--- src/rtl/serial_compare_ctrl.sv ---
// serial_compare_ctrl
//   Multi-bit magnitude comparator built by stepping a 1-bit greater/equal/
//   lesser cell across two latched operands, MSB first, one bit per clock.
//   Stops at the first differing bit and reports one-hot result flags.
//
// Ports
//   clk          rising-edge clock
//   rst          synchronous active-high reset
//   start        comparison request, sampled only in IDLE
//   a, b         WIDTH-bit operands, latched on an accepted start
//   signed_mode  0 = unsigned, 1 = two's complement (latched on start)
//   busy         high while scanning and during the done cycle
//   done         one-cycle pulse when the result is valid
//   greater      A > B
//   equal        A == B
//   lesser       A < B
//   bits_used    number of bit positions examined by the last comparison
module serial_compare_ctrl #(
  parameter int unsigned WIDTH = 8
) (
  input  logic                         clk,
  input  logic                         rst,
  input  logic                         start,
  input  logic [WIDTH-1:0]             a,
  input  logic [WIDTH-1:0]             b,
  input  logic                         signed_mode,
  output logic                         busy,
  output logic                         done,
  output logic                         greater,
  output logic                         equal,
  output logic                         lesser,
  output logic [$clog2(WIDTH+1)-1:0]   bits_used
);

  localparam int unsigned IW = $clog2(WIDTH);
  localparam int unsigned BW = $clog2(WIDTH+1);

  typedef enum logic [1:0] {
    S_IDLE,
    S_SCAN,
    S_DONE
  } state_t;

  state_t           state_q, state_d;
  logic [WIDTH-1:0] a_q, a_d;
  logic [WIDTH-1:0] b_q, b_d;
  logic             signed_q, signed_d;
  logic [IW-1:0]    idx_q, idx_d;
  logic             busy_q, busy_d;
  logic             done_q, done_d;
  logic             greater_q, greater_d;
  logic             equal_q, equal_d;
  logic             lesser_q, lesser_d;
  logic [BW-1:0]    bits_used_q, bits_used_d;

  // 1-bit comparator cell outputs for the current position
  logic a_bit, b_bit;
  logic cell_gt, cell_lt;
  logic bit_gt, bit_lt;

  always_comb begin
    state_d     = state_q;
    a_d         = a_q;
    b_d         = b_q;
    signed_d    = signed_q;
    idx_d       = idx_q;
    greater_d   = greater_q;
    equal_d     = equal_q;
    lesser_d    = lesser_q;
    bits_used_d = bits_used_q;

    a_bit   = a_q[idx_q];
    b_bit   = b_q[idx_q];
    cell_gt = a_bit & ~b_bit;
    cell_lt = ~a_bit & b_bit;
    // In two's complement the sign bit carries negative weight, so a set
    // sign bit makes the operand smaller: swap the cell's roles there.
    if (signed_q && (idx_q == IW'(WIDTH - 1))) begin
      bit_gt = cell_lt;
      bit_lt = cell_gt;
    end else begin
      bit_gt = cell_gt;
      bit_lt = cell_lt;
    end

    case (state_q)
      S_IDLE: begin
        if (start) begin
          state_d   = S_SCAN;
          a_d       = a;
          b_d       = b;
          signed_d  = signed_mode;
          idx_d     = IW'(WIDTH - 1);
          greater_d = 1'b0;
          equal_d   = 1'b0;
          lesser_d  = 1'b0;
        end
      end
      S_SCAN: begin
        if (bit_gt || bit_lt) begin
          greater_d   = bit_gt;
          lesser_d    = bit_lt;
          bits_used_d = BW'(WIDTH - 32'(idx_q));
          state_d     = S_DONE;
        end else if (idx_q == '0) begin
          equal_d     = 1'b1;
          bits_used_d = BW'(WIDTH);
          state_d     = S_DONE;
        end else begin
          idx_d = idx_q - 1'b1;
        end
      end
      S_DONE: begin
        state_d = S_IDLE;
      end
      default: begin
        state_d = S_IDLE;
      end
    endcase

    // Handshake outputs are registered copies of the next-state decode.
    busy_d = (state_d != S_IDLE);
    done_d = (state_d == S_DONE);
  end

  always_ff @(posedge clk) begin
    if (rst) begin
      state_q     <= S_IDLE;
      a_q         <= '0;
      b_q         <= '0;
      signed_q    <= 1'b0;
      idx_q       <= IW'(WIDTH - 1);
      busy_q      <= 1'b0;
      done_q      <= 1'b0;
      greater_q   <= 1'b0;
      equal_q     <= 1'b0;
      lesser_q    <= 1'b0;
      bits_used_q <= '0;
    end else begin
      state_q     <= state_d;
      a_q         <= a_d;
      b_q         <= b_d;
      signed_q    <= signed_d;
      idx_q       <= idx_d;
      busy_q      <= busy_d;
      done_q      <= done_d;
      greater_q   <= greater_d;
      equal_q     <= equal_d;
      lesser_q    <= lesser_d;
      bits_used_q <= bits_used_d;
    end
  end

  assign busy      = busy_q;
  assign done      = done_q;
  assign greater   = greater_q;
  assign equal     = equal_q;
  assign lesser    = lesser_q;
  assign bits_used = bits_used_q;

endmodule

--- config.mk ---
export PLATFORM = sky130hd
export DESIGN_NAME = serial_compare_ctrl
export DESIGN_NICKNAME = d
export VERILOG_FILES = /design/src/rtl/serial_compare_ctrl.sv
export SDC_FILE = /design/constraint.sdc
export NUM_CORES = 1
export LEC_CHECK = 0
export CORE_MARGIN = 2
export CORE_UTILIZATION = 48
export CTS_BUF_LIST = sky130_fd_sc_hd__clkbuf_4
export CTS_CLUSTER_SIZE = 25
export DETAILED_ROUTE_END_ITERATION = 7
export GPL_TIMING_DRIVEN = 1
export PLACE_DENSITY = 0.83
export SYNTH_ARGS = -nofsm -noshare
export SYNTH_HDL_FRONTEND = slang
export SYNTH_SLANG_ARGS = --single-unit
--- constraint.sdc ---
create_clock -name clk -period 2.1 [get_ports clk]
set_input_delay 0.42 -clock clk [delete_from_list [all_inputs] [get_ports clk]]
set_output_delay 0.42 -clock clk [all_outputs]
set_load 0.01 [all_outputs]
# ---- Word-level counts from Yosys, hierarchy flattened
# Index checks and enable logic that the tools add are counted.
dict set report classes {
  add_sub_neg 2
  n_lt_le_gt_ge 1
  eq_ne 8
  n_mux 24
  bitwise_logic 4
  reduce_logical 12
}
# operator count
set op_table {}
lappend op_table {{2-bit inequality test, second input constant} 5}
lappend op_table {{1-bit 2-to-1 mux} 9}
lappend op_table {{3-bit 2-to-1 mux} 3}
lappend op_table {{4-bit 2-to-1 mux} 2}
lappend op_table {{4-bit AND reduction} 2}
lappend op_table {{1-bit binary-select mux with 3-bit select} 2}
lappend op_table {{2-bit 2-to-1 mux} 3}
lappend op_table {{1-bit one-hot mux with 2 select lines} 3}
lappend op_table {{3-bit one-hot mux with 2 select lines} 1}
lappend op_table {{2-bit nonzero test} 3}
lappend op_table {{3-bit by 4-bit less-than comparator with 1-bit output, second input constant} 1}
lappend op_table {{2-bit one-hot mux with 2 select lines} 1}
lappend op_table {{2-bit AND reduction} 2}
lappend op_table {{4-bit by 3-bit subtractor with 4-bit output, first input constant} 1}
lappend op_table {{3-bit == test, second input constant} 1}
lappend op_table {{3-bit logical NOT} 1}
lappend op_table {{3-bit AND reduction} 1}
lappend op_table {{3-bit by 1-bit subtractor with 3-bit output, second input constant} 1}
lappend op_table {{1-bit bitwise AND} 2}
lappend op_table {{2-bit by 1-bit == test with 1-bit output, second input constant} 1}
lappend op_table {{2-bit == test, second input constant} 1}
lappend op_table {{2-bit logical NOT} 1}
lappend op_table {{1-bit NOT} 2}
lappend op_table {{1-bit logical AND} 1}
lappend op_table {{1-bit logical OR} 1}
dict set report totals {
  ff_bits 31
  inputBits 20
  out_inout_bits 9
  word_cells 62
}

# ---- Logic depth before layout (Yosys ltp)
# Gate-level depths: netlist (run 1).
dict set report depth {
  word_depth 9
  depth_mapped 8
  ltp_nobuf 7
}

# ---- Worst setup path before layout (run 1)
# Ideal clock, no wire load.
dict set report synth_path {
  kind {register to register}
  startpoint {register idx_q[0]}
  endpoint {register bits_used_q[3], in the netlist bits_used[3]}
  arrival_time_ns 2.050
  required_time_ns 1.985
  setup_slack_ns -0.065
  path_stages_with_launch 9
  n_path_buf 1
  synth_period_minus_slack_ns 2.165
  cell_sequence {dfxtp_1 -> buf_2 -> mux4_2 -> nand2_1 -> and2_1 -> ha_1 -> nor3b_1 -> a21oi_1 -> o21a_1}
}
dict set report synth_between {
  elab_chain_len 8
}
# element line
set synth_rtl {}
lappend synth_rtl {{from (decl)} 48} ;# logic [IW-1:0] idx_q, idx_d;
lappend synth_rtl {{from (signal assigned)} 132} ;# idx_q <= IW'(WIDTH - 1);
lappend synth_rtl {{from (signal assigned)} 144} ;# idx_q <= idx_d;
lappend synth_rtl {{1-bit binary-select mux with 3-bit select (on tied branches)} {73, 72}}
lappend synth_rtl {{1-bit 2-to-1 mux (on tied branches)} {73, 72}}
lappend synth_rtl {{1-bit NOT (on tied branches)} {74, 75}}
lappend synth_rtl {{1-bit bitwise AND (on tied branches)} {74, 75}}
lappend synth_rtl {{1-bit 2-to-1 mux} 78} ;# if (signed_q && (idx_q == IW'(WIDTH - 1))) begin
lappend synth_rtl {{1-bit logical OR} 100} ;# if (bit_gt || bit_lt) begin
lappend synth_rtl {{2-bit nonzero test (no line)} n/a}
lappend synth_rtl {{2-bit AND reduction (no line)} n/a}
lappend synth_rtl {{to (signal assigned)} 150} ;# bits_used_q <= bits_used_d;
lappend synth_rtl {{to (decl)} 54} ;# logic [BW-1:0] bits_used_q, bits_used_d;
# Several ways; a longest one is shown, not always the timed one. The select of a mux whose other input is x is not followed.
# A chain may end at the register's enable or synchronous reset.

# ---- Final worst setup path (run 1)
dict set report layout_path {
  startpoint {register idx_q[0]}
  endpoint {register lesser_q, in the netlist lesser}
}
dict set report layout_between {
  elab_chain_len 8
}
# element line
set layout_rtl {}
lappend layout_rtl {{1-bit binary-select mux with 3-bit select (on tied branches)} {73, 72}}
lappend layout_rtl {{1-bit 2-to-1 mux (on tied branches)} {73, 72}}
lappend layout_rtl {{1-bit NOT (on tied branches)} {74, 75}}
lappend layout_rtl {{1-bit bitwise AND (on tied branches)} {74, 75}}
lappend layout_rtl {{1-bit 2-to-1 mux} 78}
lappend layout_rtl {{1-bit logical OR} 100}
lappend layout_rtl {{2-bit inequality test (no line)} n/a}
lappend layout_rtl {{3-bit AND reduction (no line)} n/a}
lappend layout_rtl {{to (signal assigned)} 149} ;# lesser_q <= lesser_d;
lappend layout_rtl {{to (decl)} 53} ;# logic lesser_q, lesser_d;
# Several ways; a longest one is shown, not always the timed one. The select of a mux whose other input is x is not followed.

==> results of run 1 <==
==> worst max path at each step <==
stage,to,slack (ns),depth (start not counted)
after global routing,bits_used[0],0.005,7
after global placement,done,-0.07,7
after detailed placement,idx_q[1],-0.17,6
final,lesser,0.10,7
after floorplan,done,0.03,8
after CTS,bits_used[3],0.005,7
==> critical path, delay by kind of cell (launching register included) <==
family	cells	cell delay (ns)
flip-flops	1	0.41
multiplexers	1	0.51
AND/OR/NAND/NOR	4	0.62
AO/OA/AOI/OAI	1	0.12
adder cells (fa/ha/maj)	1	0.24
==> cells by family (layout without fill, tap and decap cells) <==
logic type	count (synthesis)	after routing	share of synthesized area (%)
flops	31	31	42.61
compound gates	36	36	14.18
mux	7	7	8.248
fa+ha+maj	7	7	6.013
buf+inv	14	45	6.013
simple gates	70	70	22.94
==> synth_stat cells (3+ instances only) <==
master	count
nand2_1	44
dfxtp_1	31
a21oi_1	23
ha_1	7
nor2_1	6
inv_1	5
nand2b_1	5
buf_6	4
mux4_2	4
o21ai_0	4
and2_1	3
buf_1	3
mux2i_1	3
==> flip-flops by register name, summed over array words and instances (netlist names), 2 cells and up <==
name       cells
a_q            8
b_q            8
state_q        2
idx_q          3
bits_used      4
==> final cells by class <==
type | count | area share (%)
clock buffers | 5 | 2.033
clock inverters | 3 | 0.8130
inverters | 5 | 1.016
multi-input cells | 120 | 43.43
flip-flops and latches | 31 | 33.81
well taps | 31 | 2.100
repair buffers | 32 | 16.80
==> layer usage <==
metal	up-vias	global-route usage, %	share of wire (%)
met2	38	30.95	48
li1	620	-	-
met1	531	20.30	41
met3	8	8.079	8.7
met4	0	8.442	2.3
met5	-	0	0
==> through the flow <==
step	instances	TNS (ns)	hold slack (ns)	util, %
final	227	0	0.4599	65.28
after global routing	227	0	0.4860	65.28
after CTS	227	0	0.4603	64.22
after detailed placement	219	-1.258	0.4475	61.65
after global placement	219	-0.4389	0.4454	61.65
after floorplan	165	0	0.4331	-
==> timing repair <==
| item | CTS | global route |
|---|---|---|
| endpoints found under the setup margin | 12 | 10 |
| endpoints found under the hold margin | 0 | 0 |
| gates resized for setup | 5 | 5 |
| pin swaps | 0 | 2 |
==> power by group through the flow <==
stage | logic, mW | clock network, mW | registers, mW
final | 0.249 | 0.336 | 0.656
after CTS | 0.238 | 0.349 | 0.656
after global routing | 0.278 | 0.372 | 0.661
after floorplan | 0.170 | 0 | 0.653
after global placement | 0.221 | 0 | 0.667
after detailed placement | 0.231 | 0 | 0.668
==> cell usage in the layout, fill, tap and decap left out, drive strengths merged, types with 4 or more instances in the layout <==
master and instances:
a21oi 23, buf 4, clkbuf 5, clkdlybuf4s50 28
dfxtp 31, ha 7, inv 5, mux4 4
nand2 44, nand2b 5, nor2 6, o21ai 4
==> run metrics, run 1 <==
Die Y=59.09 um; Clock Latency Late Sink=0.34 ns; Worst-path clk slew=0.10 ns; drt wl/cell=12.67 um; Die Area=3491 um^2; pre-CTS setup slack=-0.1733 ns; Filler cells=245; post-layout min period=1.997 ns; IO Pins=29; CTS buffer count=5; Worst Max-Slew Pin Slew=0.5918 ns; Post-DP HPWL=2085 um; Hold Path Stages=2; # nets final=222; DR vias/cell=5.273; Sw Share=28.96%; Slew HR=60.54%; storage element area=624.3 um^2; Lkg Pwr=0.7506 nW; Setup Fix Bufs, Post-CTS=0; share of cells above drive strength 1=12.76%; WL final=2875 um; Synth Flop Type=dfxtp_1; # setup viols final=0; Worst Setup SP=idx_q[0]; post-synth top area share=42.61%; drt first pass iters=4; area of the multi-input gates=802.0 um^2; Fin. Hold Viols=0; Async S/R FF share, synth=0%; Layout Cell Area excl Fill=1847 um^2; Worst setup SP type=flip-flop; R2R Setup Slk=0.10 ns; Peak Freq=500.6 MHz; CP endpoint kind=flip-flop; first-pass GRT wire length=4788 um; post-route ant nets=0; Max clock buf depth=2; FP Rows=19; Total Power=1.242 mW; DRC violation total after the first TritonRoute iteration=30; dpl cell area=1744 um^2; initial antenna violation count=0; Netlist cell types=32; required time of the critical path=2.35 ns; port bufs=28; H-tree Lvls=2; Mean Syn Cell Area=8.827 um^2; Power Dens Cells=672.3 nW/um^2; largest net degree at the start of global routing=20; Seq/Total Area, Yosys=42.61%; power share of the sequential group=52.8%; Worst path slowest cell=mux4_2; crit path kind=reg2reg; logic gate share of total power=20.1%; die width=59.09 um; register bit total from synthesis=31; RSZ-0062 raised after global routing=no; Netlist Area Pre-Place=1456 um^2; Initial Util=51.48%; cts hold-fix bufs=0; Clock Skew=0.005671 ns; largest cells by area after synthesis=dfxtp_1 (43%), nand2_1 (11%), a21oi_1 (7.9%), mux4_2 (6.2%), ha_1 (6.0%); root buf cell=clkbuf_4; FF-to-FF path depth=7; Placeable Area=2829 um^2; WP data arrival=2.25 ns; GR Util All Layers=18.56%; area delta synth->final=26.80%; CTS tree=yes; Worst Hold End=b_q[4]; ant diodes=0; CTS sink count=31; Hold Path Class=reg2reg; area leader, netlist=dfxtp_1; critical path cell sequence=mux4_2 > nand2_1 > and2_1 > ha_4 > nand2b_1 > nand2b_4 > o32ai_1; Max-Cap Viols=0; via count=1197; Cells after Synth=165; peak per-stage delay on the critical path=0.51 ns; clock power share=27.1%; Remaining Overflow, GRT=0; internal power=0.8820 mW; number of global-route vias before repair=1134; Yosys warning total=0; number of synthesized flops with an enable pin=0; drt drc=0; worst r2r src=idx_q[0]; Final Wtd Congestion=0.8746; Synth Net Count=192; worst setup margin=0.1025 ns; Pins Over Slew Limit=0; Max Fanout on Critical Path=7; Final period util=95.12%; Switch Pwr=0.3596 mW; VDD IR max=0.0004608 V; worst r2r dst=lesser; HP Start=b_q[4]; status=finished, final reports clean
(Power assumes the default switching activity.)
==> run 2: changes to the inputs <==
--- a/config.mk
+++ b/config.mk
@@ -5,13 +5,13 @@
 export SDC_FILE = /design/constraint.sdc
 export NUM_CORES = 1
 export LEC_CHECK = 0
-export CORE_MARGIN = 2
-export CORE_UTILIZATION = 48
+export CORE_MARGIN = 1.5
+export CORE_UTILIZATION = 35
 export CTS_BUF_LIST = sky130_fd_sc_hd__clkbuf_4
 export CTS_CLUSTER_SIZE = 25
 export DETAILED_ROUTE_END_ITERATION = 7
 export GPL_TIMING_DRIVEN = 1
-export PLACE_DENSITY = 0.83
+export PLACE_DENSITY = 0.65
 export SYNTH_ARGS = -nofsm -noshare
 export SYNTH_HDL_FRONTEND = slang
 export SYNTH_SLANG_ARGS = --single-unit
==> run metrics, run 2 (same netlist as run 1, synthesis figures left out) <==
CTS tree=yes; DR vias/cell=4.807 (-8.8%); Hold Path Stages=2 (unchanged); post-layout min period=1.967 ns (-0.03038 ns); CTS sink count=31 (unchanged); drt drc=0 (unchanged); pre-CTS setup slack=-0.1969 ns (-0.02363 ns); Fin. Hold Viols=0 (unchanged); Setup Fix Bufs, Post-CTS=0 (unchanged); Final period util=93.67% (-1.4 points); status=finished, final reports clean; Initial Util=36.41% (-15 points); Lkg Pwr=0.7602 nW (+1.3%); H-tree Lvls=2 (unchanged); required time of the critical path=2.34 ns (about the same); cell family with most CP delay=multiplexers; logic gate share of total power=20.4% (+0.3 points); IO Pins=29 (unchanged); drt wl/cell=11.08 um (-12%); critical path cell sequence=mux4_2 > nand2_2 > nand2_2 > ha_4 > nand3b_1 > a21o_1 > and2_1; root buf cell=clkbuf_4; Worst Hold End=a_q[7]; Setup TNS Final=0 ns (unchanged); via count=1197 (unchanged); power share of the sequential group=52.8% (about the same); commonest non-fill, non-tap cell in the layout=nand2_1; Worst Max-Slew Pin Slew=0.4780 ns (-0.1138 ns); Remaining Overflow, GRT=0 (unchanged); Pins Over Slew Limit=0 (unchanged); storage element area=624.3 um^2 (unchanged); post-route ant nets=0 (unchanged); Peak Freq=508.4 MHz (+1.5%); cell mode on critical path=nand2_2; area delta synth->final=29.98%; Worst-path clk slew=0.10 ns (about the same); Worst path slowest cell=mux4_2; Die Y=67.51 um (+14%); Max Fanout on Critical Path=8 (+1); most frequent cells in the layout=nand2_1 (42), dfxtp_1 (30), clkdlybuf4s50_1 (28); Hold Path Class=reg2reg; Clock Latency Late Sink=0.34 ns (about the same); FF-to-FF path depth=7 (unchanged); Max clock buf depth=2 (unchanged); CTS buffer count=5 (unchanged); cts hold-fix bufs=0 (unchanged); Placeable Area=4000 um^2 (+41%); crit path kind=reg2reg; Switch Pwr=0.3421 mW (-4.9%); drt first pass iters=4 (unchanged); # setup viols final=0 (unchanged); VDD IR max=0.0003425 V (-26%); port bufs=28 (unchanged); final hold slack=0.4572 ns (-0.002720 ns); WP data arrival=2.21 ns (-0.04 ns); CP endpoint kind=flip-flop; clock power share=26.8% (-0.3 points); Clock Skew=0.007784 ns (+0.002112 ns); Filler cells=408 (+67%); Die Area=4557 um^2 (+31%); worst r2r dst=done; Max-Cap Viols=0 (unchanged); internal power=0.8992 mW (+2.0%); die width=67.51 um (+14%); CP Buf/Inv Count=0 (unchanged); R2R Setup Slk=0.13 ns (+0.03 ns); worst setup margin=0.1329 ns (+0.03038 ns); Worst setup SP type=flip-flop; Final Wtd Congestion=0.7779 (-11%); worst r2r src=idx_q[0]; Power Dens Cells=655.7 nW/um^2 (-2.5%); area of the multi-input gates=802.0 um^2 (unchanged); # nets final=225 (+1.4%); dpl cell area=1790 um^2 (+2.7%); Total Power=1.241 mW (about the same); ant diodes=0 (unchanged); Sw Share=27.56% (-1.4 points); share of cells above drive strength 1=13.57% (+0.81 points); GR Util All Layers=14.86% (-3.7 points); number of global-route vias before repair=1155 (+1.9%); Post-DP HPWL=1951 um (-6.5%); first-pass GRT wire length=4926 um (+2.9%); WL final=2760 um (-4.0%); Slew HR=68.09% (+7.5 points); largest net degree at the start of global routing=19 (-5.0%); Layout Cell Area excl Fill=1893 um^2 (+2.5%); DRC violation total after the first TritonRoute iteration=55 (+83%); peak per-stage delay on the critical path=0.52 ns (about the same); FP Rows=23 (+4); HP Start=a_q[7]; initial antenna violation count=0 (unchanged)
-- run 2: changes by cell type in the layout (fill, tap and decap cells not counted), sizes merged --
cell    before  now
buf          4    7
clkbuf       5    6
clkinv       3    2
-- run 2: per-layer routing --
metal  vias up  share of wire (%)  track usage [%]
met3         5                5.1            5.500
met2        29                 45            23.16
li1        628                  -                -
met5         -                  0                0
met4         0                2.0            6.888
met1       535                 48            18.12
-- run 2: tightest hold or removal path: stages (launching register included) --
cell	delay, ns
dfxtp_1	0.32
nand2_1	0.05
a21oi_1	0.05
-- run 2: final cells by class --
class | instances | share of cell area (%)
clock inverters | 2 | 0.3966
repair buffers | 35 | 17.58
inverters | 5 | 0.9914
flip-flops and latches | 31 | 32.98
multi-input cells | 120 | 42.37
clock buffers | 6 | 2.379
well taps | 50 | 3.305
-- run 2: per-stage QoR --
stage	utilization, %	instances
CTS	46.45	249
global placement	44.76	241
finish	47.33	249
floorplan	-	165
global route	47.33	249
detailed placement	44.76	241
-- run 2: worst max path at each step --
stage	start	endpoint	slack, ns	cells after the start
finish	idx_q[0]	done	0.13	7
global route	idx_q[0]	done	-0.0008	7
global placement	idx_q[0]	done	-0.16	7
detailed placement	idx_q[0]	idx_q[0]	-0.20	6
floorplan	idx_q[0]	done	0.03	8
CTS	idx_q[0]	done	0.03	7
-- run 2: repair_timing --
action | in CTS | in global routing
resized for setup | 4 | 7
cloned | 0 | 0
setup endpoints to repair | 12 | 11
pin swaps | 0 | 2
-- run 2: power by group through the flow --
stage	registers, mW	logic, mW	clock network [mW]
floorplan	0.653	0.170	0
global route	0.664	0.285	0.368
detailed placement	0.669	0.235	0
finish	0.656	0.253	0.332
global placement	0.669	0.233	0
CTS	0.656	0.240	0.346
